$ cat config.mk
export PLATFORM = sky130hd
export DESIGN_NAME = id_decode_pipe
export DESIGN_NICKNAME = d
export VERILOG_FILES = /design/src/rtl/id_decode_pipe.sv
export SDC_FILE = /design/constraint.sdc
export NUM_CORES = 1
export LEC_CHECK = 0
export CORE_ASPECT_RATIO = 0.5
export CORE_UTILIZATION = 35
export DETAILED_ROUTE_END_ITERATION = 12
export DONT_BUFFER_PORTS = 1
export SETUP_SLACK_MARGIN = 0.02
export SLEW_MARGIN = 10
export SYNTH_ARGS = -nofsm -noshare
export SYNTH_HDL_FRONTEND = slang
export SYNTH_SLANG_ARGS = --single-unit
$ cat constraint.sdc
create_clock -name clock -period 6.5 [get_ports clock]
set_clock_uncertainty 0.1 [all_clocks]
set_input_delay 1.3 -clock clock [delete_from_list [all_inputs] [get_ports clock]]
set_output_delay 1.3 -clock clock [all_outputs]
set_load 0.01 [all_outputs]
$ cat src/rtl/id_decode_pipe.sv
// Instruction-decode stage for the zerocpu integer pipeline: decodes OP-IMM/OP/LUI,
// sign-extends immediates, flags illegal words, and registers the bundle behind valid/ready.
module id_decode_pipe #(
    parameter int XLEN  = 64,
    parameter int CNT_W = 32
) (
    input  logic             clock,
    input  logic             reset,
    input  logic             in_valid,
    output logic             in_ready,
    input  logic [31:0]      in_inst,
    input  logic [XLEN-1:0]  in_pc,
    input  logic             flush,
    output logic             out_valid,
    input  logic             out_ready,
    output logic [XLEN-1:0]  out_pc,
    output logic             ra_en,
    output logic             rb_en,
    output logic [4:0]       ra_addr,
    output logic [4:0]       rb_addr,
    output logic [4:0]       rd_addr,
    output logic             rd_en,
    output logic [XLEN-1:0]  imm,
    output logic             alu_b_src,
    output logic [3:0]       alu_ctl,
    output logic             illegal,
    output logic [CNT_W-1:0] dec_cnt
);

    typedef enum logic [3:0] {
        ALU_ADD   = 4'd0,
        ALU_SUB   = 4'd1,
        ALU_SLL   = 4'd2,
        ALU_SLT   = 4'd3,
        ALU_SLTU  = 4'd4,
        ALU_XOR   = 4'd5,
        ALU_SRL   = 4'd6,
        ALU_SRA   = 4'd7,
        ALU_OR    = 4'd8,
        ALU_AND   = 4'd9,
        ALU_PASSB = 4'd10
    } alu_ctl_e;

    typedef struct packed {
        logic [XLEN-1:0] pc;
        logic            ra_en;
        logic            rb_en;
        logic            rd_en;
        logic [4:0]      ra_addr;
        logic [4:0]      rb_addr;
        logic [4:0]      rd_addr;
        logic [XLEN-1:0] imm;
        logic            alu_b_src;
        alu_ctl_e        alu_ctl;
        logic            illegal;
    } bundle_t;

    localparam logic [6:0] OPC_OP_IMM = 7'b0010011;
    localparam logic [6:0] OPC_OP     = 7'b0110011;
    localparam logic [6:0] OPC_LUI    = 7'b0110111;

    logic [6:0]      opcode;
    logic [2:0]      funct3;
    logic [6:0]      funct7;
    logic            sh_zero;
    logic            sh_sra;
    logic            legal;
    logic [XLEN-1:0] imm_i;
    logic [XLEN-1:0] imm_u;
    bundle_t         dec;

    logic            out_valid_d, out_valid_q;
    bundle_t         bundle_d, bundle_q;
    logic [CNT_W-1:0] cnt_d, cnt_q;

    assign opcode = in_inst[6:0];
    assign funct3 = in_inst[14:12];
    assign funct7 = in_inst[31:25];
    assign imm_i  = XLEN'($signed(in_inst[31:20]));
    assign imm_u  = XLEN'($signed({in_inst[31:12], 12'b0}));

    // RV64 shifts borrow inst[25] as shamt[5], so only inst[31:26] qualify the shift type.
    always_comb begin
        if (XLEN == 64) begin
            sh_zero = (in_inst[31:26] == 6'b000000);
            sh_sra  = (in_inst[31:26] == 6'b010000);
        end else begin
            sh_zero = (in_inst[31:25] == 7'b0000000);
            sh_sra  = (in_inst[31:25] == 7'b0100000);
        end
    end

    // NOTE: every field gets a default before the case so no path leaves a latch behind.
    always_comb begin
        dec         = '0;
        dec.pc      = in_pc;
        dec.ra_addr = in_inst[19:15];
        dec.rb_addr = in_inst[24:20];
        dec.rd_addr = in_inst[11:7];
        dec.alu_ctl = ALU_ADD;
        legal       = 1'b1;

        case (opcode)
            OPC_OP_IMM: begin
                dec.ra_en     = 1'b1;
                dec.alu_b_src = 1'b1;
                dec.imm       = imm_i;
                case (funct3)
                    3'b000: dec.alu_ctl = ALU_ADD;
                    3'b001: begin
                        dec.alu_ctl = ALU_SLL;
                        legal       = sh_zero;
                    end
                    3'b010: dec.alu_ctl = ALU_SLT;
                    3'b011: dec.alu_ctl = ALU_SLTU;
                    3'b100: dec.alu_ctl = ALU_XOR;
                    3'b101: begin
                        if (sh_zero)     dec.alu_ctl = ALU_SRL;
                        else if (sh_sra) dec.alu_ctl = ALU_SRA;
                        else             legal       = 1'b0;
                    end
                    3'b110: dec.alu_ctl = ALU_OR;
                    3'b111: dec.alu_ctl = ALU_AND;
                endcase
            end
            OPC_OP: begin
                dec.ra_en = 1'b1;
                dec.rb_en = 1'b1;
                if (funct7 == 7'b0000000) begin
                    case (funct3)
                        3'b000: dec.alu_ctl = ALU_ADD;
                        3'b001: dec.alu_ctl = ALU_SLL;
                        3'b010: dec.alu_ctl = ALU_SLT;
                        3'b011: dec.alu_ctl = ALU_SLTU;
                        3'b100: dec.alu_ctl = ALU_XOR;
                        3'b101: dec.alu_ctl = ALU_SRL;
                        3'b110: dec.alu_ctl = ALU_OR;
                        3'b111: dec.alu_ctl = ALU_AND;
                    endcase
                end else if (funct7 == 7'b0100000 && funct3 == 3'b000) begin
                    dec.alu_ctl = ALU_SUB;
                end else if (funct7 == 7'b0100000 && funct3 == 3'b101) begin
                    dec.alu_ctl = ALU_SRA;
                end else begin
                    legal = 1'b0;
                end
            end
            OPC_LUI: begin
                dec.alu_b_src = 1'b1;
                dec.alu_ctl   = ALU_PASSB;
                dec.imm       = imm_u;
            end
            default: legal = 1'b0;
        endcase

        if (!legal) begin
            dec.ra_en     = 1'b0;
            dec.rb_en     = 1'b0;
            dec.imm       = '0;
            dec.alu_b_src = 1'b0;
            dec.alu_ctl   = ALU_ADD;
        end
        dec.illegal = !legal;
        dec.rd_en   = legal && (dec.rd_addr != 5'd0);
    end

    assign in_ready = !flush && (!out_valid_q || out_ready);

    // Flush wins over both accept and drain; a flushed drain is not counted.
    always_comb begin
        out_valid_d = out_valid_q;
        bundle_d    = bundle_q;
        cnt_d       = cnt_q;
        if (flush) begin
            out_valid_d = 1'b0;
        end else if (in_valid && in_ready) begin
            out_valid_d = 1'b1;
            bundle_d    = dec;
        end else if (out_valid_q && out_ready) begin
            out_valid_d = 1'b0;
        end
        if (out_valid_q && out_ready && !flush) begin
            cnt_d = cnt_q + CNT_W'(1);
        end
    end

    // NOTE: state updates use non-blocking assignments so all flops sample the same pre-edge values.
    always_ff @(posedge clock or posedge reset) begin
        if (reset) begin
            out_valid_q <= 1'b0;
            bundle_q    <= '0;
            cnt_q       <= '0;
        end else begin
            out_valid_q <= out_valid_d;
            bundle_q    <= bundle_d;
            cnt_q       <= cnt_d;
        end
    end

    assign out_valid = out_valid_q;
    assign out_pc    = bundle_q.pc;
    assign ra_en     = bundle_q.ra_en;
    assign rb_en     = bundle_q.rb_en;
    assign rd_en     = bundle_q.rd_en;
    assign ra_addr   = bundle_q.ra_addr;
    assign rb_addr   = bundle_q.rb_addr;
    assign rd_addr   = bundle_q.rd_addr;
    assign imm       = bundle_q.imm;
    assign alu_b_src = bundle_q.alu_b_src;
    assign alu_ctl   = bundle_q.alu_ctl;
    assign illegal   = bundle_q.illegal;
    assign dec_cnt   = cnt_q;

endmodule

==> impl_results.md <==
- Status: completed
- I/O pins: 287
- Share of the synthesized area in the top cell type: 57.39%
- Port bufs: 0
- Design Power: 2.361 mW
- Power Internal: 1.711 mW
- Final hold vios: 0
- Pre-CTS setup slack: 2477 ps
- Register area share after synthesis: between 50% and 60%
- CP Cell Sequence: nor2b_1 > nor2_1 > and2_2 > buf_4 > o211ai_4 > o21ai_0
- CP Launch Type: input pin
- Levels on crit path: 6
- Die width: 197.3 µm
- Final Cell Area: 7282 µm²
- H-tree depth: 4
- Worst Hold Depth: 1
- Post-Place Cells: 896
- Clk pwr share: 44.1%
- Clock Root Buffer: clkbuf_16
- CP Capture Type: register
- Die area: 19,650 µm²
- ANT cells: 0
- Die Ht: roughly 100 µm
- Flop pwr share: 49.4%
- Routed len/inst: 17.19 µm
- Max Cap Viol: 0
- Post-detail-place hpwl: 11,130 µm
- Final setup vio count: 0
- Fin. max-slew vios: 0
- Rows: 35
- Gpl congestion: roughly 0.84
- Crit Path Class: in2reg
- Pwr Density: 324.3 nW/µm²
- Remaining DRCs: 0
- Slew headroom: 21.97%
- Setup total negative slack: 0 ps
- Worst path bufs/invs: 1
- Async set-reset flop share out of synthesis: 100.0%
- R2R setup slack: 3270 ps
- TritonRoute pass-1 iters: 4
- Initial antenna violation count: 0
- Leakage power: ~3.6 nW
- CP Data Required Time: ~6700 ps
- Core area: 18,520 µm²
- Clk buf depth: 2
- CTS tree: built
- Global Route Usage Sum: 16.00%
- CTS clk-pin slew, worst paths: 60 ps
- VDD IR max: ~0.00019 V
- Placed inst area: 6666 µm²
- Remaining antenna violation count: 0
- Clk sink count: 153
- Clock latency on the worst-skew pair: 410 ps
- Critical path's top delay family: simple AND/OR/NAND/NOR gates
- Post-cts gate resize count: 0
- WHS: 430.1 ps
- P_sw: 0.6502 mW
- Hold_buf cts: 0
- Initial DRC count: 259
- Vias in the first global route: around 4,400
- Post-synth EDFFs: 0
- Slowest CP cell: and2_2
- Syn Std Cell Area: between 6000 and 7000 µm²
- #FFs+latches synth: 153
- Final period utilization: 54.74%
- RSZ-0062 raised after global routing: no
- Global-route wire length before repair: 24,230 µm
- CP max FO: 48
- Layout cell share with drive strength beyond 1: 8.670%
- Synth warn: 0
- Fmax: 0.2811 GHz
- Via count: 4,576
- Post-DR vias/cell: 4.931
- Logic gate share of total power: between 6 and 7%
- Worst Max-Slew Pin Slew: 1162 ps
- Mean post-synth cell area: 9.585 µm²
- Synth area leader: dfrtp_1
- Reg2Reg Depth: 6
- Hold Crit Class: reg2reg
- Syn Nets: 803
- Tmin final: 3558 ps
- PnR worst setup slack: 2942 ps
- WL final: 15,950 µm
- Final #Nets: 763
- Initial core utilization: 36.01%
- Sw Share: between 20 and 30%
- Final core utilization: 39.31%
- Largest net degree at the start of global routing: 93
- TritonCTS Buffers: 17
- Yosys cell types: 52
- Critical Path AT: 3780 ps
- Synth Flop Type: dfrtp_1
- Area contributors post-synth: dfrtp_1, nand2_1, buf_4
- Slowest stage delay, CP: 810 ps
- Area grow syn2layout: 9.152%
- Post-CTS Setup Repair Bufs: 0
- Non-filler cells, final: 928
- Grt ovf: 0
- Post-Synthesis Cells: 696
[synthesized netlist by cell type (2+ instances only)]
cell / number
dfrtp_1: 153
nand3b_1: 2
buf_1: 5
a22o_1: 11
nor2b_1: 4
a21oi_1: 13
o21ai_1: 7
nand2_1: 281
inv_1: 7
clkbuf_1: 21
a32oi_1: 2
o21ai_0: 10
o31ai_1: 2
buf_4: 34
nand3_1: 19
nand4_1: 9
ha_1: 6
nor3_1: 3
and3_1: 7
nand2b_1: 4
o211ai_2: 9
xor2_1: 6
nor2_1: 28
xnor2_1: 25
[registers in the layout (all words and copies together) (netlist names), 4 cells and up]
| register | count |
|---|---|
| dec_cnt | 32 |
| rd_addr | 5 |
| out_pc | 64 |
| alu_ctl | 4 |
| rb_addr | 5 |
| imm | 32 |
| ra_addr | 5 |
[worst register-to-register path, cell delays in order, from the launching register on]
cell and delay (ps):
dfrtp_1 430, nor2b_1 170, nor2_1 440, and2_2 810
buf_4 610, o211ai_4 400, o21ai_0 200
[worst paths after layout]
path	start	to
max	out_ready	imm[30]
min	dec_cnt[31]	dec_cnt[31]
max reg2reg	out_valid	imm[30]
min reg2reg	dec_cnt[31]	dec_cnt[31]
max in group asynchronous	reset	imm[62]
min in group asynchronous	reset	out_pc[38]
[area by class of cell]
type | instances | area, µm²
clock inverter | 14 | 186.4
sequential | 153 | 3832
fill | 1808 | 11240
multi-input combinational | 474 | 2456
tap | 259 | 324.1
timing repair buffer | 3 | 22.52
inverter | 7 | 31.28
clock buffer | 18 | 429.2
[cell usage in the layout, fill, tap and decap left out, types with 2 or more instances in the layout]
cell type and n:
xor2_1 6, clkbuf_16 17, o21ai_1 7, o21ai_0 10
xnor2_1 25, clkinvlp_4 4, o31ai_1 2, inv_6 5
nand3_1 19, nor2b_1 4, inv_8 2, nand2_1 280
bufinv_16 3, a21oi_1 13, a32oi_1 2, ha_1 6
inv_1 6, nand2b_1 4, nor3_1 3, a22o_1 11
nand4_1 9, buf_4 3, and3_1 7, dfrtp_1 152
o211ai_2 9, nor2_1 28, nand3b_1 2
[layer usage]
layer	vias to the layer above	wire length, µm	GRT usage (%)
li1	2152	-	-
met1	2249	6823	20.17
met2	152	7821	25.43
met3	23	957	5.188
met4	0	351	6.619
met5	-	0	0
[power groups by stage]
stage | clock network, mW | registers [mW] | logic [mW]
after floorplan | 0 | 1.16 | 0.130
after global placement | 0 | 1.18 | 0.147
after detailed placement | 0 | 1.18 | 0.156
after CTS | 1.06 | 1.17 | 0.156
after global routing | 1.11 | 1.18 | 0.180
final | 1.04 | 1.17 | 0.153
[cell families after synthesis]
kind of cell | after synthesis | synth area share [%]
adder cells (fa/ha/maj) | 6 | 1.125
flip-flops | 153 | 57.39
multiplexers | 1 | 0.1500
AO/OA/AOI/OAI | 65 | 7.915
buffers and inverters | 69 | 5.926
XOR/XNOR | 31 | 4.070
AND/OR/NAND/NOR | 371 | 23.42
Note: power is estimated with default switching activity, not from simulation.
